$ cat config.mk
export PLATFORM = sky130hd
export DESIGN_NAME = alu_op_sequencer_flat
export DESIGN_NICKNAME = d
export VERILOG_FILES = /design/src/rtl/alu_op_sequencer_if.sv /design/src/rtl/alu_op_sequencer.sv /design/src/flat_wrapper.sv
export SDC_FILE = /design/constraint.sdc
export NUM_CORES = 1
export LEC_CHECK = 0
export BUFFER_PORTS_ARGS = -buffer_cell sky130_fd_sc_hd__buf_2
export CAP_MARGIN = 10
export CORE_MARGIN = 3
export CORE_UTILIZATION = 49
export DETAILED_ROUTE_END_ITERATION = 12
export PLACE_DENSITY_LB_ADDON = 0.2
export SYNTH_ARGS = -nofsm -noshare
export SYNTH_HDL_FRONTEND = slang
export SYNTH_SLANG_ARGS = --single-unit
$ cat constraint.sdc
create_clock -name clk_i -period 2.21 [get_ports clk_i]
set_input_delay 0.442 -clock clk_i [delete_from_list [all_inputs] [get_ports clk_i]]
set_output_delay 0.442 -clock clk_i [all_outputs]
set_load 0.05 [all_outputs]
$ cat src/rtl/alu_op_sequencer_if.sv
// Handshake bundle between the instruction decoder, the opcode sequencer and the ALU.
// The master modport is the sequencer; the slave modport is the decoder/ALU side.
interface alu_op_sequencer_if #(
    parameter int COUNT_W = 4
);
    logic               in_valid;
    logic               in_ready;
    logic [3+COUNT_W:0] in_instr;
    logic               alu_valid;
    logic               alu_ready;
    logic [3:0]         alu_op;
    logic               alu_last;

    modport master (
        input  in_valid,
        input  in_instr,
        output in_ready,
        output alu_valid,
        input  alu_ready,
        output alu_op,
        output alu_last
    );

    modport slave (
        output in_valid,
        output in_instr,
        input  in_ready,
        input  alu_valid,
        output alu_ready,
        input  alu_op,
        input  alu_last
    );
endinterface

$ cat src/rtl/alu_op_sequencer.sv
// Expands decoder instruction words into ALU opcode sequences: direct ops,
// repeated left shifts and add/shift multiply steps.
module alu_op_sequencer #(
    parameter int COUNT_W = 4
) (
    input  logic               clk_i,
    input  logic               reset_i,
    input  logic               flush_i,
    alu_op_sequencer_if.master bus,
    output logic               busy_o,
    output logic               err_illegal_o
);
    localparam logic [3:0] K_ADD        = 4'h5;
    localparam logic [3:0] K_SHIFT_LEFT = 4'h1;
    localparam logic [3:0] OP_REP_SHL   = 4'hD;
    localparam logic [3:0] OP_MUL_STEP  = 4'hE;
    localparam logic [3:0] OP_ILLEGAL   = 4'hF;

    typedef enum logic [1:0] {
        IDLE,
        ISSUE,
        MUL_ADD,
        MUL_SHL
    } state_e;

    state_e             state_q, state_d;
    logic [COUNT_W-1:0] rem_q, rem_d;
    logic [3:0]         op_q, op_d;
    logic               err_q, err_d;

    logic [3:0]         op_field;
    logic [COUNT_W-1:0] imm;
    logic               accept;
    logic               handshake;

    assign op_field  = bus.in_instr[3+COUNT_W -: 4];
    assign imm       = bus.in_instr[COUNT_W-1:0];
    assign accept    = bus.in_valid && bus.in_ready;
    assign handshake = bus.alu_valid && bus.alu_ready;

    always_comb begin
        state_d = state_q;
        rem_d   = rem_q;
        op_d    = op_q;
        err_d   = 1'b0;

        unique case (state_q)
            IDLE: begin
                if (accept) begin
                    // imm-1 wraps to all ones for imm==0, i.e. 2^COUNT_W iterations
                    if (op_field == OP_ILLEGAL) begin
                        err_d = 1'b1;
                    end else if (op_field == OP_MUL_STEP) begin
                        state_d = MUL_ADD;
                        op_d    = K_ADD;
                        rem_d   = imm - COUNT_W'(1);
                    end else if (op_field == OP_REP_SHL) begin
                        state_d = ISSUE;
                        op_d    = K_SHIFT_LEFT;
                        rem_d   = imm - COUNT_W'(1);
                    end else begin
                        state_d = ISSUE;
                        op_d    = op_field;
                        rem_d   = '0;
                    end
                end
            end
            ISSUE: begin
                if (handshake) begin
                    if (rem_q == '0) begin
                        state_d = IDLE;
                        op_d    = 4'h0;
                    end else begin
                        rem_d = rem_q - COUNT_W'(1);
                    end
                end
            end
            MUL_ADD: begin
                if (handshake) begin
                    state_d = MUL_SHL;
                    op_d    = K_SHIFT_LEFT;
                end
            end
            MUL_SHL: begin
                if (handshake) begin
                    if (rem_q == '0) begin
                        state_d = IDLE;
                        op_d    = 4'h0;
                    end else begin
                        state_d = MUL_ADD;
                        op_d    = K_ADD;
                        rem_d   = rem_q - COUNT_W'(1);
                    end
                end
            end
            default: begin
                state_d = IDLE;
                op_d    = 4'h0;
                rem_d   = '0;
            end
        endcase

        // Flush overrides any handshake taken in the same cycle.
        if (flush_i) begin
            state_d = IDLE;
            rem_d   = '0;
            op_d    = 4'h0;
            err_d   = 1'b0;
        end
    end

    always_ff @(posedge clk_i) begin
        if (reset_i) begin
            state_q <= IDLE;
            rem_q   <= '0;
            op_q    <= 4'h0;
            err_q   <= 1'b0;
        end else begin
            state_q <= state_d;
            rem_q   <= rem_d;
            op_q    <= op_d;
            err_q   <= err_d;
        end
    end

    assign bus.in_ready  = (state_q == IDLE) && !flush_i;
    assign bus.alu_valid = (state_q != IDLE);
    assign bus.alu_op    = op_q;
    assign bus.alu_last  = ((state_q == ISSUE) || (state_q == MUL_SHL)) && (rem_q == '0);
    assign busy_o        = (state_q != IDLE);
    assign err_illegal_o = err_q;
endmodule

$ cat src/flat_wrapper.sv
// flat-port wrapper written by rule: the top's interface ports become plain ports
module alu_op_sequencer_flat 
#(
    parameter int COUNT_W = 4
)
  (clk_i, reset_i, flush_i, busy_o, err_illegal_o, bus_in_valid, bus_in_instr, bus_in_ready, bus_alu_valid, bus_alu_ready, bus_alu_op, bus_alu_last);
  alu_op_sequencer_if #(.COUNT_W(COUNT_W)) bus_i ();
  input  logic clk_i;
  input  logic reset_i;
  input  logic flush_i;
  output logic busy_o;
  output logic err_illegal_o;
  input wire logic [$bits(bus_i.in_valid)-1:0] bus_in_valid;
  input wire logic [$bits(bus_i.in_instr)-1:0] bus_in_instr;
  output wire logic [$bits(bus_i.in_ready)-1:0] bus_in_ready;
  output wire logic [$bits(bus_i.alu_valid)-1:0] bus_alu_valid;
  input wire logic [$bits(bus_i.alu_ready)-1:0] bus_alu_ready;
  output wire logic [$bits(bus_i.alu_op)-1:0] bus_alu_op;
  output wire logic [$bits(bus_i.alu_last)-1:0] bus_alu_last;
  assign bus_i.in_valid = bus_in_valid;
  assign bus_i.in_instr = bus_in_instr;
  assign bus_in_ready = bus_i.in_ready;
  assign bus_alu_valid = bus_i.alu_valid;
  assign bus_i.alu_ready = bus_alu_ready;
  assign bus_alu_op = bus_i.alu_op;
  assign bus_alu_last = bus_i.alu_last;
  alu_op_sequencer #(.COUNT_W(COUNT_W)) u_core (.clk_i(clk_i), .reset_i(reset_i), .flush_i(flush_i), .bus(bus_i), .busy_o(busy_o), .err_illegal_o(err_illegal_o));
endmodule
# [After elaboration in Yosys (flattened, before gate mapping)]
# Index checks and enable logic that the tools add are counted.
[totals] ff_bits=11
[classes] add_sub_neg=2 n_eq_ne=14 n_mux=27 bitwise=2 n_reduce_logical=15
[ops] cell="2-to-1 mux 4 bit" count=14
[ops] cell="2-to-1 mux 2 bit" count=8
[ops] cell="case mux 4 bit (4 select lines)" count=1
[ops] cell="== test 4 bit, second input constant" count=3
[ops] cell="!= test 2 x 1 -> 1 bit, second input constant" count=6
[ops] cell="case mux 2 bit (4 select lines)" count=1
[ops] cell="case mux 4 bit (2 select lines)" count=1
[ops] cell="subtractor 4 x 1 -> 4 bit, second input constant" count=2
[ops] cell="AND reduction 6 bit" count=1
[ops] cell="AND reduction 5 bit" count=1
[ops] cell="== test 2 bit, second input constant" count=2
[ops] cell="logical AND 1 bit" count=4
[ops] cell="zero test 4 bit" count=1
[ops] cell="!= test 2 bit, second input constant" count=2
[ops] cell="nonzero test 2 bit" count=2
[ops] cell="OR reduction 2 bit" count=2
[ops] cell="OR reduction 4 bit" count=1
[ops] cell="2-to-1 mux 3 bit" count=1
[ops] cell="== test 2 x 1 -> 1 bit, second input constant" count=1
[ops] cell="zero test 2 bit" count=1
[ops] cell="NOT 1 bit" count=2
[ops] cell="zero test 1 bit" count=1
[ops] cell="logical OR 1 bit" count=1
[ops] cell="2-to-1 mux 1 bit" count=1

# [Logic depth before layout (Yosys ltp)]
[logic_depth] ltp_word=6 mapped_depth=6 ltp_nobuf=6

# [Worst setup path after synthesis]
# No wires, ideal clock.
[synth_timing] kind="input-to-reg" from="input flush_i" to="register u_core.op_q[0], in the netlist u_core.bus.alu_op[0]" arrival_ns=2.416 t_required_ns=2.140 setup_slack_ns=-0.276 stages=4 path_buffers=0 path_cell_list="nor3_1 nand3_1 a221o_1 a21oi_1"
[synth_via] elab_chain_len=5 word_cells_on_any_way=6 classes_between="eq/ne (1); reduce/logical (5)"
[synth_rtl] item="start, declared" line="flat_wrapper.sv:10" rtl="input logic flush_i;"
[synth_rtl] item="zero test 1 bit" line="alu_op_sequencer.sv:126" rtl="assign bus.in_ready = (state_q == IDLE) && !flush_i;"
[synth_rtl] item="logical AND 1 bit" line="alu_op_sequencer.sv:126"
[synth_rtl] item="logical AND 1 bit" line="alu_op_sequencer.sv:38" rtl="assign accept = bus.in_valid && bus.in_ready;"
[synth_rtl] item="!= test 2 x 1 -> 1 bit (no source line)"
[synth_rtl] item="AND reduction 6 bit (no source line)"
[synth_rtl] item="end signal, assigned" line="alu_op_sequencer.sv:121" rtl="op_q <= op_d;"
[synth_rtl] item="end, declared" line="alu_op_sequencer.sv:28" rtl="logic [3:0] op_q, op_d;"
# Several ways; a longest one is shown, not always the timed one.
# A chain may end at the register's enable or synchronous reset.

# [Worst setup path after layout]
[layout_timing] from="register u_core.rem_q[0]" to="output bus_alu_last"
[layout_via] elab_chain_len=2
[layout_rtl] item="start, declared" line="alu_op_sequencer.sv:27" rtl="logic [COUNT_W-1:0] rem_q, rem_d;"
[layout_rtl] item="start signal, assigned" line="alu_op_sequencer.sv:120" rtl="rem_q <= rem_d;"
[layout_rtl] item="zero test 4 bit" line="alu_op_sequencer.sv:129" rtl="assign bus.alu_last = ((state_q == ISSUE) || (state_q == MUL_SHL)) && (rem_q == '0);"
[layout_rtl] item="logical AND 1 bit" line="alu_op_sequencer.sv:129"
[layout_rtl] item="end, declared" line="flat_wrapper.sv:19" rtl="output wire logic [$bits(bus_i.alu_last)-1:0] bus_alu_last;"
# Every way passes these cells.

==> flow_results.org <==
** Power
- The analysis attributes to net switching a power of 141 uW.
- The share of total power dissipated in combinational logic is 0.243.
- Across the VDD grid, the largest voltage drop is ~0.36 mV.
- Switching power as a share of total power :: 0.310
- Portion of total power attributed to the clock network :: 0.302
- Internal power contribution :: 314 uW
- Flop pwr share :: 0.455
- Summed over all cells, the static leakage comes to around 0.00040 uW.
- For this design the ratio of total power to cell area is 504 nW/um2.

** Timing
- Maximum clock skew at final layout :: 0.00355 ns
- The number of max-slew violations in the final report is 0.
- Dividing the final minimum period by the clock period gives 0.878.
- Highest Clock Rate :: 515 MHz
- Counting I/O delays and the setup requirement, the final critical path takes 1.94 ns.
- Setup violations remaining at the end of the flow were counted as 0.
- At the pin with the least slew margin, the transition time is 0.425 ns.
- The final count of hold timing violations is 0.
- Final TNS setup :: 0 ns
- In this run the tightest slew margin relative to its limit is 0.715.
- Unrepaired setup endpoints after global routing :: no

** Place
- The count of buffers added on input and output ports is 21.
- Routability-driven placement finished with a final weighted congestion of 0.841.
- Once detailed placement completed, the half-perimeter wirelength came to between 1000 and 1500 um.

** Drt
- Dividing the detail-routed wire length by the instance count gives 12.9 um.
- The pre-antenna-repair detailed-routing pass consisted of 4 iterations.
- Via-per-instance ratio :: 5.98
- Final wirelength :: 1700 um
- The final route contains 790 vias.
- Number of antenna-violating nets in the routed design :: 0
- The detailed router finished its first iteration with 24 violations.
- DRC violation count after routing :: 0

** Clock network
- CTS clk-pin slew, worst paths :: 0.07 ns
- Post-CTS repair changed the size of 0 cells.
- Hold Buf Count CTS :: 0
- After clock tree synthesis, the setup repair step added 0 buffers.
- Clock tree from TritonCTS :: done
- Number of buffers added by the clock tree synthesis step :: 3
- Clock Latency Late Sink :: between 0.2 and 0.3 ns
- The clock net in this run drives a total of 11 sinks.
- The cell sitting at the root of the clock tree is a clkbuf_4.
- Counting along the longest clock path gives a buffer depth of 2.
- CTS built an H-tree with a depth of 1.

** Die
- Area of the core region :: 1370 um2
- Top-level port count :: 22
- Die outline area :: 2050 um2
- The floorplan step set the die width to 45.3 um.
- Measured along the y axis, the die boundary spans 45.3 um.
- Starting Density :: 0.554
- After floorplanning, the core was divided into 13 placement rows.

** Hold path
- Kind of path behind the tightest hold check :: input port to flop
- Hold Path End :: u_core.err_illegal_o
- The startpoint identified for the worst hold timing path is reset_i.
- Hold Path Stages :: 2

** Yosys
- After synthesis, the share of flip-flops with an asynchronous set or reset is 0.
- Synthesis inferred 11 register bits.
- The synthesized netlist contains 41 unique library cells.
- Post-synthesis cell type with the largest combined area :: dfxtp_1
- Count of flip-flops with a built-in enable after synthesis :: 0
- For this run, the leading register cell type out of synthesis is dfxtp_1.
- Post-synthesis cell area :: approximately 760 um2
- Share of the yosys chip area belonging to registers :: 0.291
- In the synthesized netlist, the number of instances is 95.
- Counting every net in the synthesized netlist gives 110.
- The share of synthesized area in the top cell type comes to 0.291.
- For this run, the number of Yosys warnings is 0.
- After synthesis, the cell types taking the most area are dfxtp_1 (29%), nand3_1 (6.0%), nor3_1 (4.6%), nand2_1 (3.5%), a21oi_1 (3.3%).
- A synthesized cell averages 7.97 um2.

** Final layout
- Area taken by flip-flops and latches :: 220 um2
- Final core utilization :: 0.661
- At the end of the flow, the number of nets in the layout was ~130.
- The repair_antennas step left the layout with diodes totalling 0.
- Compared with the post-synthesis result, the final layout area differs by 19.3%.
- Layout cell share with drive strength beyond 1 :: 0.282
- After filler insertion, the fill cell instance count of the layout stands at 136.
- Total area of multi-input combinational cells :: 499 um2

** Critical path
- Minimum setup slack among reg-to-reg paths :: 0.41 ns
- Data arrival, critical path :: ~1.5 ns
- Number of buffer and inverter instances along the worst setup path :: 2
- Max FO, Critical Path :: 5
- The critical path is of the flop to output port type.
- The number of cells on the worst reg-to-reg path is 6.
- Slowest Stage Delay on Critical Path :: 0.34 ns
- In this run the critical register-to-register path is launched from u_core.rem_q[0].
- Worst Path Required :: 1.77 ns
- Critical register-to-register path endpoint :: u_core.rem_q[3]
- The critical path goes through inv_1 -> ha_1 -> and4bb_1 -> buf_2.
- Cell family with most CP delay :: buffers and inverters
- Kind of end point of the critical path :: output port
- For this design, the slowest cell found on the critical path is dfxtp_1.
- STA classifies the critical path startpoint as a flop.

** GRT
- The number of antenna violations at the first check in global routing came to 0.
- The via count of the first global-routing pass came to 686.
- The first global-routing pass estimated between 2000 and 3000 um of wire.
- All-Layer GR Usage :: 0.200
- GRT met3 Usage :: 0.0120
- In this run the most used layer during global routing was met2.
- Entering global routing, the biggest net connects 12 pins.
- GRT met2 Usage :: 0.297
- Global routing finished with a remaining overflow of 0.
- For met1 alone, demand over resource in global routing was 0.280.

** Run status
- Run status :: completed

** Flow run
- Max cap viols :: 0
## worst register-to-register path, stage by stage, from the launching register on
cell     delay, ns
dfxtp_1       0.34
inv_1         0.09
ha_1          0.23
nor3b_1       0.39
o22ai_4       0.17
and3_1        0.21
o31a_1        0.27
## synth_stat cells, types with 2 or more instances
cell and n:
a311oi_1 2, clkbuf_1 3, o21ai_1 3, nor2_1 6, inv_1 5, nor3_1 7
nand2_1 7, and3_1 2, a21oi_1 5, ha_1 2, xor2_1 2, nand3_1 9
nand2b_1 3, dfxtp_1 11, nor2b_1 2
## flip-flops by register name, summed over array words and instances (netlist names)
name                  count
u_core.bus.alu_op         4
u_core.err_illegal_o      1
u_core.rem_q              4
u_core.state_q            2
## final cells by class
class / count / share of cell area
Sequential cell: 11 / 0.244
Clock buffer: 4 / 0.0291
Multi-Input combinational cell: 74 / 0.553
Tap cell: 15 / 0.0208
Inverter: 5 / 0.0208
Timing Repair Buffer: 23 / 0.133
## placed cells by master (no fill, tap or decap), drive strengths merged, types with 2 or more instances in the layout
cell type	synthesis	routed
a21boi	2	2
nand2	7	7
nand2b	3	3
nand3	9	9
buf	2	23
nor2	7	7
xor2	2	2
a311oi	2	2
dfxtp	11	11
nor3	7	7
clkbuf	3	4
ha	2	2
and3	2	2
inv	5	5
nor2b	2	2
o21ai	4	4
a21oi	5	5
## cell families after synthesis
family / after synthesis / share of synthesized area
buffers and inverters: 10 / 0.0562
and+or+nand+nor: 45 / 0.331
DFF: 11 / 0.291
AOI/OAI and AO/OA: 24 / 0.255
xor gates and xnor gates: 3 / 0.0347
adders and majority gates: 2 / 0.0331
## stage by stage
step                      setup slack, ns  hold WS [ns]  std cells  total power (uW)  area [um2]
final                               0.269         0.367        132               455         903
after global routing                0.168         0.361        132               487         903
after CTS                           0.249         0.353        132               463         903
after detailed placement            0.381         0.453        128               322         877
after global placement              0.413         0.448        128               321         877
after floorplan                     0.266         0.501         95               291         762
## power groups by stage
stage | Sequential, uW | Clock [uW] | Combinational, uW
after floorplan | 219 | 0 | 72.2
after global placement | 212 | 0 | 109
after detailed placement | 212 | 0 | 111
after CTS | 207 | 145 | 111
after global routing | 208 | 157 | 122
final | 207 | 138 | 111
## per-layer routing
metal	vias to the layer above	share of wire	routed length (um)
met3	3	0.066	112
met4	0	0.019	32
met1	355	0.49	832
li1	402	-	-
met2	30	0.43	726
met5	-	0	0
## worst max-delay path by stage
stage	startpoint	endpoint	cells past startpoint
after floorplan	flush_i	u_core.bus.alu_op[0]	4
after global placement	flush_i	u_core.rem_q[3]	5
after detailed placement	flush_i	u_core.rem_q[3]	5
after CTS	u_core.rem_q[0]	bus_alu_last	4
after global routing	u_core.rem_q[0]	bus_alu_last	4
final	u_core.rem_q[0]	bus_alu_last	4
No activity file was read; power rests on OpenSTA's default activity.
